<file path="config.mk">
export PLATFORM = sky130hd
export DESIGN_NAME = axis_stats_monitor_flat
export DESIGN_NICKNAME = d
export VERILOG_FILES = /design/src/rtl/axis_stats_monitor_pkg.sv /design/src/rtl/axis_stats_monitor_if.sv /design/src/rtl/axis_stats_monitor_ch.sv /design/src/rtl/axis_stats_monitor.sv /design/src/flat_wrapper.sv
export SDC_FILE = /design/constraint.sdc
export NUM_CORES = 2
export LEC_CHECK = 0
export CORE_MARGIN = 3
export CORE_UTILIZATION = 50
export CTS_CLUSTER_SIZE = 16
export DETAILED_ROUTE_END_ITERATION = 16
export GPL_TIMING_DRIVEN = 1
export PLACE_DENSITY = 0.67
export SYNTH_ARGS = -nofsm -noshare
export SYNTH_HDL_FRONTEND = slang
export SYNTH_SLANG_ARGS = --single-unit
</file>
<file path="constraint.sdc">
create_clock -name clk -period 5.25 [get_ports clk]
set_input_delay 0.7875 -clock clk [delete_from_list [all_inputs] [get_ports clk]]
set_output_delay 0.7875 -clock clk [all_outputs]
set_load 0.01 [all_outputs]
</file>
<file path="src/rtl/axis_stats_monitor_pkg.sv">
// Shared types and constants for the AXI-Stream statistics monitor.
package axis_stats_monitor_pkg;

  localparam int unsigned STATS_COUNT_W = 32;
  localparam int unsigned STATS_LEN_W   = 16;
  localparam int unsigned ERR_W         = 2;

  localparam int unsigned ERR_VALID_DROP   = 0;
  localparam int unsigned ERR_TLAST_CHANGE = 1;

  // Snapshot payload for one channel; narrower instances zero-extend into it.
  typedef struct packed {
    logic [STATS_COUNT_W-1:0] xfer_count;
    logic [STATS_COUNT_W-1:0] pkt_count;
    logic [STATS_COUNT_W-1:0] stall_count;
    logic [STATS_LEN_W-1:0]   last_len;
    logic [STATS_LEN_W-1:0]   max_len;
    logic [ERR_W-1:0]         err;
  } axis_ch_stats_t;

endpackage

</file>
<file path="src/rtl/axis_stats_monitor_if.sv">
// Observed stream handshake bundle plus the monitor's live event strobes.
interface axis_stats_monitor_if #(
  parameter int unsigned NUM_CH = 4
);
  logic [NUM_CH-1:0] i_tvalid;
  logic [NUM_CH-1:0] i_tready;
  logic [NUM_CH-1:0] i_tlast;
  logic [NUM_CH-1:0] xfer;
  logic [NUM_CH-1:0] sop;
  logic [NUM_CH-1:0] eop;

  modport master (output i_tvalid, i_tready, i_tlast, input xfer, sop, eop);
  modport slave  (input i_tvalid, i_tready, i_tlast, output xfer, sop, eop);
endinterface

</file>
<file path="src/rtl/axis_stats_monitor_ch.sv">
// One monitored stream: live saturating counters, snapshot capture and optional
// protocol checker (enabled by AXIS_STATS_MONITOR_PROTO_CHECK_EN).
module axis_stats_monitor_ch
  import axis_stats_monitor_pkg::*;
#(
  parameter int unsigned COUNT_W       = 32,
  parameter int unsigned LEN_W         = 16,
  parameter bit          CLEAR_ON_SNAP = 1'b1
) (
  input  logic           clk,
  input  logic           rst,
  input  logic           tvalid,
  input  logic           tready,
  input  logic           tlast,
  input  logic           snap,
  output logic           xfer,
  output logic           sop,
  output logic           eop,
  output axis_ch_stats_t stats
);

  localparam logic [COUNT_W-1:0] CNT_MAX = '1;
  localparam logic [LEN_W-1:0]   LEN_MAX = '1;

  logic               sop_reg;
  logic [LEN_W-1:0]   len_acc, len_acc_n, len_inc;
  logic [COUNT_W-1:0] xfer_count, xfer_count_n;
  logic [COUNT_W-1:0] pkt_count, pkt_count_n;
  logic [COUNT_W-1:0] stall_count, stall_count_n;
  logic [LEN_W-1:0]   last_len, last_len_n;
  logic [LEN_W-1:0]   max_len, max_len_n;
  logic [ERR_W-1:0]   err, err_n;
  axis_ch_stats_t     snap_d;

  assign xfer    = tvalid & tready;
  assign eop     = xfer & tlast;
  assign sop     = xfer & sop_reg;
  assign len_inc = (len_acc == LEN_MAX) ? len_acc : len_acc + LEN_W'(1);

  // Next-state of the live counters, including this cycle's events
  always_comb begin
    len_acc_n     = len_acc;
    xfer_count_n  = xfer_count;
    pkt_count_n   = pkt_count;
    stall_count_n = stall_count;
    last_len_n    = last_len;
    max_len_n     = max_len;
    if (xfer) begin
      len_acc_n = tlast ? '0 : len_inc;
      if (xfer_count != CNT_MAX) xfer_count_n = xfer_count + COUNT_W'(1);
    end
    if (tvalid && !tready && stall_count != CNT_MAX)
      stall_count_n = stall_count + COUNT_W'(1);
    if (eop) begin
      last_len_n = len_inc;
      if (len_inc > max_len) max_len_n = len_inc;
      if (pkt_count != CNT_MAX) pkt_count_n = pkt_count + COUNT_W'(1);
    end
  end

`ifdef AXIS_STATS_MONITOR_PROTO_CHECK_EN
  logic prev_stall, prev_tlast;

  always_ff @(posedge clk) begin
    if (rst) begin
      prev_stall <= 1'b0;
      prev_tlast <= 1'b0;
    end else begin
      prev_stall <= tvalid & ~tready;
      prev_tlast <= tlast;
    end
  end

  // A stalled beat must stay valid and keep its tlast until accepted
  always_comb begin
    err_n = err;
    if (prev_stall && !tvalid) err_n[ERR_VALID_DROP] = 1'b1;
    if (prev_stall && tvalid && (tlast != prev_tlast)) err_n[ERR_TLAST_CHANGE] = 1'b1;
  end
`else
  assign err_n = '0;
`endif

  always_comb begin
    snap_d             = '0;
    snap_d.xfer_count  = STATS_COUNT_W'(xfer_count_n);
    snap_d.pkt_count   = STATS_COUNT_W'(pkt_count_n);
    snap_d.stall_count = STATS_COUNT_W'(stall_count_n);
    snap_d.last_len    = STATS_LEN_W'(last_len_n);
    snap_d.max_len     = STATS_LEN_W'(max_len_n);
    snap_d.err         = err_n;
  end

  // sop_reg and len_acc survive a snapshot so in-flight packets stay tracked
  always_ff @(posedge clk) begin
    if (rst) begin
      sop_reg     <= 1'b1;
      len_acc     <= '0;
      xfer_count  <= '0;
      pkt_count   <= '0;
      stall_count <= '0;
      last_len    <= '0;
      max_len     <= '0;
      err         <= '0;
      stats       <= '0;
    end else begin
      if (xfer) sop_reg <= tlast;
      len_acc <= len_acc_n;
      if (snap) stats <= snap_d;
      if (snap && CLEAR_ON_SNAP) begin
        xfer_count  <= '0;
        pkt_count   <= '0;
        stall_count <= '0;
        last_len    <= '0;
        max_len     <= '0;
        err         <= '0;
      end else begin
        xfer_count  <= xfer_count_n;
        pkt_count   <= pkt_count_n;
        stall_count <= stall_count_n;
        last_len    <= last_len_n;
        max_len     <= max_len_n;
        err         <= err_n;
      end
    end
  end

endmodule

</file>
<file path="src/rtl/axis_stats_monitor.sv">
// Multi-channel AXI-Stream statistics monitor with snapshot-and-select read port.
// Protocol checker is built only when AXIS_STATS_MONITOR_PROTO_CHECK_EN is defined.
module axis_stats_monitor
  import axis_stats_monitor_pkg::*;
#(
  parameter int unsigned NUM_CH        = 4,
  parameter int unsigned COUNT_W       = STATS_COUNT_W,
  parameter int unsigned LEN_W         = STATS_LEN_W,
  parameter bit          CLEAR_ON_SNAP = 1'b1,
  localparam int unsigned RD_W         = (NUM_CH > 1) ? $clog2(NUM_CH) : 1
) (
  input  logic                 clk,
  input  logic                 rst,
  axis_stats_monitor_if.slave  mon,
  input  logic                 snap,
  input  logic [RD_W-1:0]      rd_ch,
  output logic [COUNT_W-1:0]   rd_xfer_count,
  output logic [COUNT_W-1:0]   rd_pkt_count,
  output logic [COUNT_W-1:0]   rd_stall_count,
  output logic [LEN_W-1:0]     rd_last_len,
  output logic [LEN_W-1:0]     rd_max_len,
  output logic [ERR_W-1:0]     rd_err
);

  logic [NUM_CH-1:0] xfer_v, sop_v, eop_v;
  axis_ch_stats_t    ch_stats [NUM_CH];
  axis_ch_stats_t    sel;

  for (genvar g = 0; g < NUM_CH; g++) begin : g_ch
    axis_stats_monitor_ch #(
      .COUNT_W       (COUNT_W),
      .LEN_W         (LEN_W),
      .CLEAR_ON_SNAP (CLEAR_ON_SNAP)
    ) u_ch (
      .clk    (clk),
      .rst    (rst),
      .tvalid (mon.i_tvalid[g]),
      .tready (mon.i_tready[g]),
      .tlast  (mon.i_tlast[g]),
      .snap   (snap),
      .xfer   (xfer_v[g]),
      .sop    (sop_v[g]),
      .eop    (eop_v[g]),
      .stats  (ch_stats[g])
    );
  end

  assign mon.xfer = xfer_v;
  assign mon.sop  = sop_v;
  assign mon.eop  = eop_v;

  // Out-of-range selects fall through to zero
  always_comb begin
    sel = '0;
    for (int unsigned i = 0; i < NUM_CH; i++) begin
      if (32'(rd_ch) == i) sel = ch_stats[i];
    end
  end

  always_ff @(posedge clk) begin
    if (rst) begin
      rd_xfer_count  <= '0;
      rd_pkt_count   <= '0;
      rd_stall_count <= '0;
      rd_last_len    <= '0;
      rd_max_len     <= '0;
      rd_err         <= '0;
    end else begin
      rd_xfer_count  <= sel.xfer_count[COUNT_W-1:0];
      rd_pkt_count   <= sel.pkt_count[COUNT_W-1:0];
      rd_stall_count <= sel.stall_count[COUNT_W-1:0];
      rd_last_len    <= sel.last_len[LEN_W-1:0];
      rd_max_len     <= sel.max_len[LEN_W-1:0];
      rd_err         <= sel.err;
    end
  end

endmodule

</file>
<file path="src/flat_wrapper.sv">
// flat-port wrapper written by rule: the top's interface ports become plain ports
module axis_stats_monitor_flat import axis_stats_monitor_pkg::*;
#(
  parameter int unsigned NUM_CH        = 4,
  parameter int unsigned COUNT_W       = STATS_COUNT_W,
  parameter int unsigned LEN_W         = STATS_LEN_W,
  parameter bit          CLEAR_ON_SNAP = 1'b1,
  localparam int unsigned RD_W         = (NUM_CH > 1) ? $clog2(NUM_CH) : 1
)
  (clk, rst, snap, rd_ch, rd_xfer_count, rd_pkt_count, rd_stall_count, rd_last_len, rd_max_len, rd_err, mon_i_tvalid, mon_i_tready, mon_i_tlast, mon_xfer, mon_sop, mon_eop);
  axis_stats_monitor_if #(.NUM_CH(NUM_CH)) mon_i ();
  input  logic clk;
  input  logic rst;
  input  logic snap;
  input  logic [RD_W-1:0] rd_ch;
  output logic [COUNT_W-1:0] rd_xfer_count;
  output logic [COUNT_W-1:0] rd_pkt_count;
  output logic [COUNT_W-1:0] rd_stall_count;
  output logic [LEN_W-1:0] rd_last_len;
  output logic [LEN_W-1:0] rd_max_len;
  output logic [ERR_W-1:0] rd_err;
  input wire logic [$bits(mon_i.i_tvalid)-1:0] mon_i_tvalid;
  input wire logic [$bits(mon_i.i_tready)-1:0] mon_i_tready;
  input wire logic [$bits(mon_i.i_tlast)-1:0] mon_i_tlast;
  output wire logic [$bits(mon_i.xfer)-1:0] mon_xfer;
  output wire logic [$bits(mon_i.sop)-1:0] mon_sop;
  output wire logic [$bits(mon_i.eop)-1:0] mon_eop;
  assign mon_i.i_tvalid = mon_i_tvalid;
  assign mon_i.i_tready = mon_i_tready;
  assign mon_i.i_tlast = mon_i_tlast;
  assign mon_xfer = mon_i.xfer;
  assign mon_sop = mon_i.sop;
  assign mon_eop = mon_i.eop;
  axis_stats_monitor #(.NUM_CH(NUM_CH), .COUNT_W(COUNT_W), .LEN_W(LEN_W), .CLEAR_ON_SNAP(CLEAR_ON_SNAP)) u_core (.clk(clk), .rst(rst), .mon(mon_i), .snap(snap), .rd_ch(rd_ch), .rd_xfer_count(rd_xfer_count), .rd_pkt_count(rd_pkt_count), .rd_stall_count(rd_stall_count), .rd_last_len(rd_last_len), .rd_max_len(rd_max_len), .rd_err(rd_err));
endmodule
</file>
Word-level counts from Yosys, hierarchy flattened
Cells that the tools add are included.
{ "word_totals": {"register_bits": 1222, "out_inout_bits": 142, "word_cells": 164} }
{ "classes": {"add_sub_neg": 16, "n_lt_le_gt_ge": 4, "eq_ne": 19, "muxes": 44, "n_bitwise": 12, "reduce_logical": 15} }
{ "op_table": {"columns": ["operator", "count"], "rows": [
  ["two-way mux 32 bit", 20],
  ["two-way mux 130 bit", 4],
  ["adder 32 x 1 -> 32 bit (second input constant)", 12],
  ["inequality test 32 bit (second input constant)", 12],
  ["two-way mux 16 bit", 20],
  ["adder 16 x 1 -> 16 bit (second input constant)", 4],
  ["equality test 16 bit (second input constant)", 4],
  ["greater-than comparator 16 bit", 4],
  ["bitwise AND 1 bit", 12],
  ["logical AND 1 bit", 8],
  ["equality test 2 bit (second input constant)", 2],
  ["zero test 1 bit", 4],
  ["OR reduction 4 bit", 1],
  ["equality test 2 x 1 -> 1 bit (second input constant)", 1],
  ["zero test 2 bit", 1],
  ["OR reduction 2 bit", 1]
]} }

Longest topological paths before layout
{ "depth": {"ltp_word": 5, "ltp_mapped": 16, "mapped_depth_nobuf": 13} }

Modules after synthesis
Synthesis repeated with hierarchy kept, for this count alone.
{ "unflattened": {"cells_unflattened": 5718, "area_unflattened_um2": 52231.3} }
{ "by_module_without_submodules": {"columns": ["mod", "n_inst", "cells_each", "area_each_um2"], "rows": [
  ["axis_stats_monitor_ch (u_core.g_ch[0].u_ch ...)", 2, 1292, 11512.3],
  ["axis_stats_monitor_ch (u_core.g_ch[2].u_ch ...)", 2, 1277, 11388.4],
  ["axis_stats_monitor", 1, 580, 6429.9]
]} }

Least setup slack after synthesis
No wires, ideal clock.
{ "synth_path": {"path_type": "reg-to-reg", "from": "register u_core.g_ch[3].u_ch.len_acc[0]", "to": "register u_core.g_ch[3].u_ch.stats[11] (netlist name)", "arrival_ns": 3.615, "required_time_ns": 5.122, "slack_ns": 1.507, "path_stages_with_launch": 15, "period_less_slack_ns": 3.743, "cell_sequence": "dfxtp_1 > ha_1 > nand3_1 > nor3_1 > and4_1 > mux2_2 > ha_1 > nand4_1 > nor4_1 > a21bo_2 > a31oi_1 > buf_2 > buf_2 > mux2i_1 > o21ai_0"} }
{ "synth_via": {"elab_chain_cells": 5, "word_cells_on_any_way": 6} }
{ "synth_rtl": {"columns": ["element", "line", "text"], "rows": [
  ["from (decl)", "axis_stats_monitor_ch.sv:26", "logic [LEN_W-1:0] len_acc, len_acc_n, len_inc;"],
  ["from (signal assigned)", "axis_stats_monitor_ch.sv:108", "len_acc <= len_acc_n;"],
  ["adder 16 x 1 -> 16 bit or equality test 16 bit (tied branches)", "axis_stats_monitor_ch.sv:38", "assign len_inc = (len_acc == LEN_MAX) ? len_acc : len_acc + LEN_W'(1);"],
  ["two-way mux 16 bit *", "axis_stats_monitor_ch.sv:38", null],
  ["greater-than comparator 16 bit", "axis_stats_monitor_ch.sv:56", "if (len_inc > max_len) max_len_n = len_inc;"],
  ["two-way mux 16 bit *", "axis_stats_monitor_ch.sv:56", null],
  ["two-way mux 16 bit *", "axis_stats_monitor_ch.sv:54", "if (eop) begin"],
  ["to (signal assigned)", "axis_stats_monitor_ch.sv:109", "if (snap) stats <= snap_d;"],
  ["to (decl)", "axis_stats_monitor_ch.sv:19", "output axis_ch_stats_t stats"]
]} }
Mark *: on every way between the ends. The rest lies on a longest branch, timed or not.
A chain may end at the register's enable or synchronous reset.

Worst setup path after layout
{ "layout_path": {"from": "register u_core.g_ch[2].u_ch.len_acc[0]", "to": "register u_core.g_ch[2].u_ch.stats[6] (netlist name)"} }
{ "layout_via": {"elab_chain_cells": 5, "word_cells_on_any_way": 6} }
{ "layout_rtl": {"columns": ["element", "line"], "rows": [
  ["from (decl)", "axis_stats_monitor_ch.sv:26"],
  ["from (signal assigned)", "axis_stats_monitor_ch.sv:108"],
  ["adder 16 x 1 -> 16 bit or equality test 16 bit (tied branches)", "axis_stats_monitor_ch.sv:38"],
  ["two-way mux 16 bit *", "axis_stats_monitor_ch.sv:38"],
  ["greater-than comparator 16 bit", "axis_stats_monitor_ch.sv:56"],
  ["two-way mux 16 bit *", "axis_stats_monitor_ch.sv:56"],
  ["two-way mux 16 bit *", "axis_stats_monitor_ch.sv:54"],
  ["to (signal assigned)", "axis_stats_monitor_ch.sv:109"],
  ["to (decl)", "axis_stats_monitor_ch.sv:19"]
]} }
Marks and branches as above.

==> impl_metrics.env <==
export IMPL_hold_viol_final=0
export IMPL_dr_pass1_iters=6
export IMPL_startpoint_type="flip-flop"
export IMPL_fp_dieW_um=326.3
export IMPL_io_buffers=156
export IMPL_clkTransAtPathRegs_ps=60
export IMPL_syn_inst=5503
export IMPL_irDropWorstVdd_v=0.0002980
export IMPL_worst_ep_arrival_time_ps=5040
export IMPL_die_area_sq_mm=0.1064
export IMPL_synth_largest_area_cell="dfxtp_1"
export IMPL_route_met2_wl_mm=62.91
export IMPL_ys_warn_count=0
export IMPL_top_register="u_core.g_ch.u_ch.stats"
export IMPL_synth_common_cells="dfxtp_1, nor2_1, a211oi_1"
export IMPL_synthArstFlopShare=0
export IMPL_finalMaxSlewViolations=0
export IMPL_grt_pass1_wl_mm=216.9
export IMPL_drc=0
export IMPL_drive_gt1_frac=0.08405
export IMPL_status="complete, no violations"
export IMPL_syn_area_per_cell_sq_um=9.319
export IMPL_synth_distinct_cells=76
export IMPL_cts_resized_gates=0
export IMPL_power_switching_uw=4557
export IMPL_numCtsBuffers=130
export IMPL_vias_per_cell=5.766
export IMPL_synthTopCellsByArea="dfxtp_1, nor2_1, a211oi_1"
export IMPL_relSlewSlack=0.1297
export IMPL_groute_usage_overall=0.2534
export IMPL_dr_first_iter_drc_count=3525
export IMPL_initial_utilization=0.5084
export IMPL_nFillCells=8764
export IMPL_wl_met3_mm=7.522
export IMPL_skew_ps=34.61
export IMPL_design_portCount=159
export IMPL_period_minus_slack_ps=4464
export IMPL_cts_tree="yes"
export IMPL_vias=40145
export IMPL_finalSetupViolCount=0
export IMPL_worst_slew_pin_slew_ps=1305
export IMPL_hpwl_mm=93.58
export IMPL_wl_mm=137.6
export IMPL_antenna_left=0
export IMPL_p_leak_uw=0.02027
export IMPL_pwr_share_seq=0.481
export IMPL_core_area_sq_mm=0.1009
export IMPL_antenna_found_initial=3
export IMPL_p_clk_frac=0.466
export IMPL_clock_latency_ps=740
export IMPL_routedWlPerCell_um=19.76
export IMPL_cp_required_ps=5820
export IMPL_hold_class="flip-flop to flip-flop"
export IMPL_placementRows=116
export IMPL_multi_input_area_sq_mm=0.02515
export IMPL_setup_tns_ps=0
export IMPL_largest_reg_flops=512
export IMPL_final_seq_area_sq_mm=0.02442
export IMPL_syn_area_sq_mm=0.05128
export IMPL_maxCapViolCount=0
export IMPL_nets=5602
export IMPL_switching_share=0.2288
export IMPL_grt_max_degree=227
export IMPL_internal_power_uw=15370
export IMPL_ys_seq_area_frac=0.4762
export IMPL_cts_setup_buffers=0
export IMPL_cts_buffer_depth=3
export IMPL_post_synth_top_count_cell="dfxtp_1"
export IMPL_wirelength_met1_mm=62.66
export IMPL_fin_crit_sh=0.8503
export IMPL_combPwrFrac=0.053
export IMPL_htree_num_levels=4
export IMPL_grt_setup_unrepaired="no"
export IMPL_crit_path_max_fanout=11
export IMPL_synth_seq_cells=1220
export IMPL_synthToLayoutAreaGrowth_pct=13.60
export IMPL_die_y_um=326.3
export IMPL_max_freq_mhz=224.0
export IMPL_yosys_area_top_type_share=0.4762
export IMPL_place_gp_congestion=0.9299
export IMPL_synth_edf_count=0
export IMPL_synthFlopType="dfxtp_1"
export IMPL_grt_pass1_vias=38020
export IMPL_cts_root_buffer="clkbuf_16"
export IMPL_grt_overflow_total=0
export IMPL_cts_sinks=1220
export IMPL_cts_hold_buf=0
export IMPL_power_per_cell_area_mw_per_mm2=342.0
export IMPL_critical_path_class="flip-flop to flip-flop"
export IMPL_p_total_uw=19920
export IMPL_top_layer="met4"
export IMPL_endpoint_kind="flip-flop"
==> power by group through the flow <==
stage	clock, uW	combinational, uW	sequential [uW]
final	9280	1050	9590
after global routing	9850	1140	9600
after CTS	9450	1050	9590
after detailed placement	0	1050	9790
after global placement	0	1040	9790
after floorplan	0	699	9750
==> logic make-up (layout without fill, tap and decap cells) <==
logic type                 count (synthesis)  after routing  share of synthesized area
buffers and inverters                    454            554                    0.03452
xor gates and xnor gates                 379            379                    0.06473
muxes                                    269            269                    0.08425
adders and majority gates                 80             80                    0.01952
other                                      1              3                 0.00007312
DFF                                     1220           1220                     0.4762
AOI/OAI and AO/OA                        780            780                     0.1063
and+or+nand+nor                         2320           2320                     0.2144
==> layer usage <==
metal / track usage / up-vias
met5: 0 / -
met4: 0.09073 / 0
met3: 0.03793 / 245
met2: 0.4011 / 1117
met1: 0.3531 / 19315
li1: - / 19468
==> critical path: stages (launching register included) <==
cell      delay [ps]
dfxtp_1          450
ha_1             300
inv_1             50
or2_2            370
nor3_1           210
mux2_2           400
ha_1             330
nand4_1          150
nor4_1           550
o21ai_0          280
a31oi_2          480
buf_4            350
mux2i_1          280
a211oi_1         100
==> cell type report <==
| type | instances | share of cell area |
|---|---|---|
| Multi-Input combinational cell | 3830 | 0.4317 |
| Sequential cell | 1220 | 0.4192 |
| Clock buffer | 185 | 0.06578 |
| Timing Repair Buffer | 219 | 0.03821 |
| Tap cell | 1357 | 0.02914 |
| Clock inverter | 46 | 0.009170 |
| Inverter | 104 | 0.006701 |
| Antenna cell | 1 | 0.00004295 |
==> worst paths after layout <==
kind,cells past startpoint,from,to,slack (ps)
worst min register to register,2,u_core.g_ch[3].u_ch.stats[74],u_core.g_ch[3].u_ch.stats[74],450
worst max register to register,13,u_core.g_ch[2].u_ch.len_acc[0],u_core.g_ch[2].u_ch.stats[6],790
worst min-delay path,2,u_core.g_ch[3].u_ch.stats[74],u_core.g_ch[3].u_ch.stats[74],450
worst max-delay path,13,u_core.g_ch[2].u_ch.len_acc[0],u_core.g_ch[2].u_ch.stats[6],790
==> cell usage in the layout, fill, tap and decap left out, types with 42 or more instances in the layout <==
| cell type | n |
|---|---|
| xor2_1 | 246 |
| ha_1 | 80 |
| a21oi_1 | 85 |
| mux2i_1 | 120 |
| dfxtp_1 | 1220 |
| inv_1 | 101 |
| a211oi_1 | 388 |
| and3_1 | 101 |
| a22oi_1 | 56 |
| clkdlybuf4s50_1 | 152 |
| nor2b_1 | 141 |
| nand4_1 | 177 |
| nand3_1 | 219 |
| mux4_2 | 128 |
| buf_4 | 49 |
| nor3_1 | 94 |
| nor2_1 | 1077 |
| xnor2_1 | 133 |
| and4_1 | 53 |
| nand2_1 | 279 |
| clkbuf_16 | 132 |
| o21ai_0 | 122 |
| nor4_1 | 42 |
==> through the flow <==
| stage | utilization | setup slack [ps] | hold WS (ps) | std cells | instance area, sq um |
|---|---|---|---|---|---|
| floorplan | - | 1507 | 419.8 | 5504 | 51290 |
| global placement | 0.5342 | 966.2 | 430.2 | 6730 | 53890 |
| detailed placement | 0.5342 | 899.2 | 437.7 | 6730 | 53890 |
| CTS | 0.5775 | 875.9 | 450.9 | 6961 | 58260 |
| global route | 0.5775 | 288.3 | 479.9 | 6961 | 58260 |
| finish | 0.5776 | 785.9 | 449.6 | 6962 | 58260 |
Power figures use the tool's default switching activity.
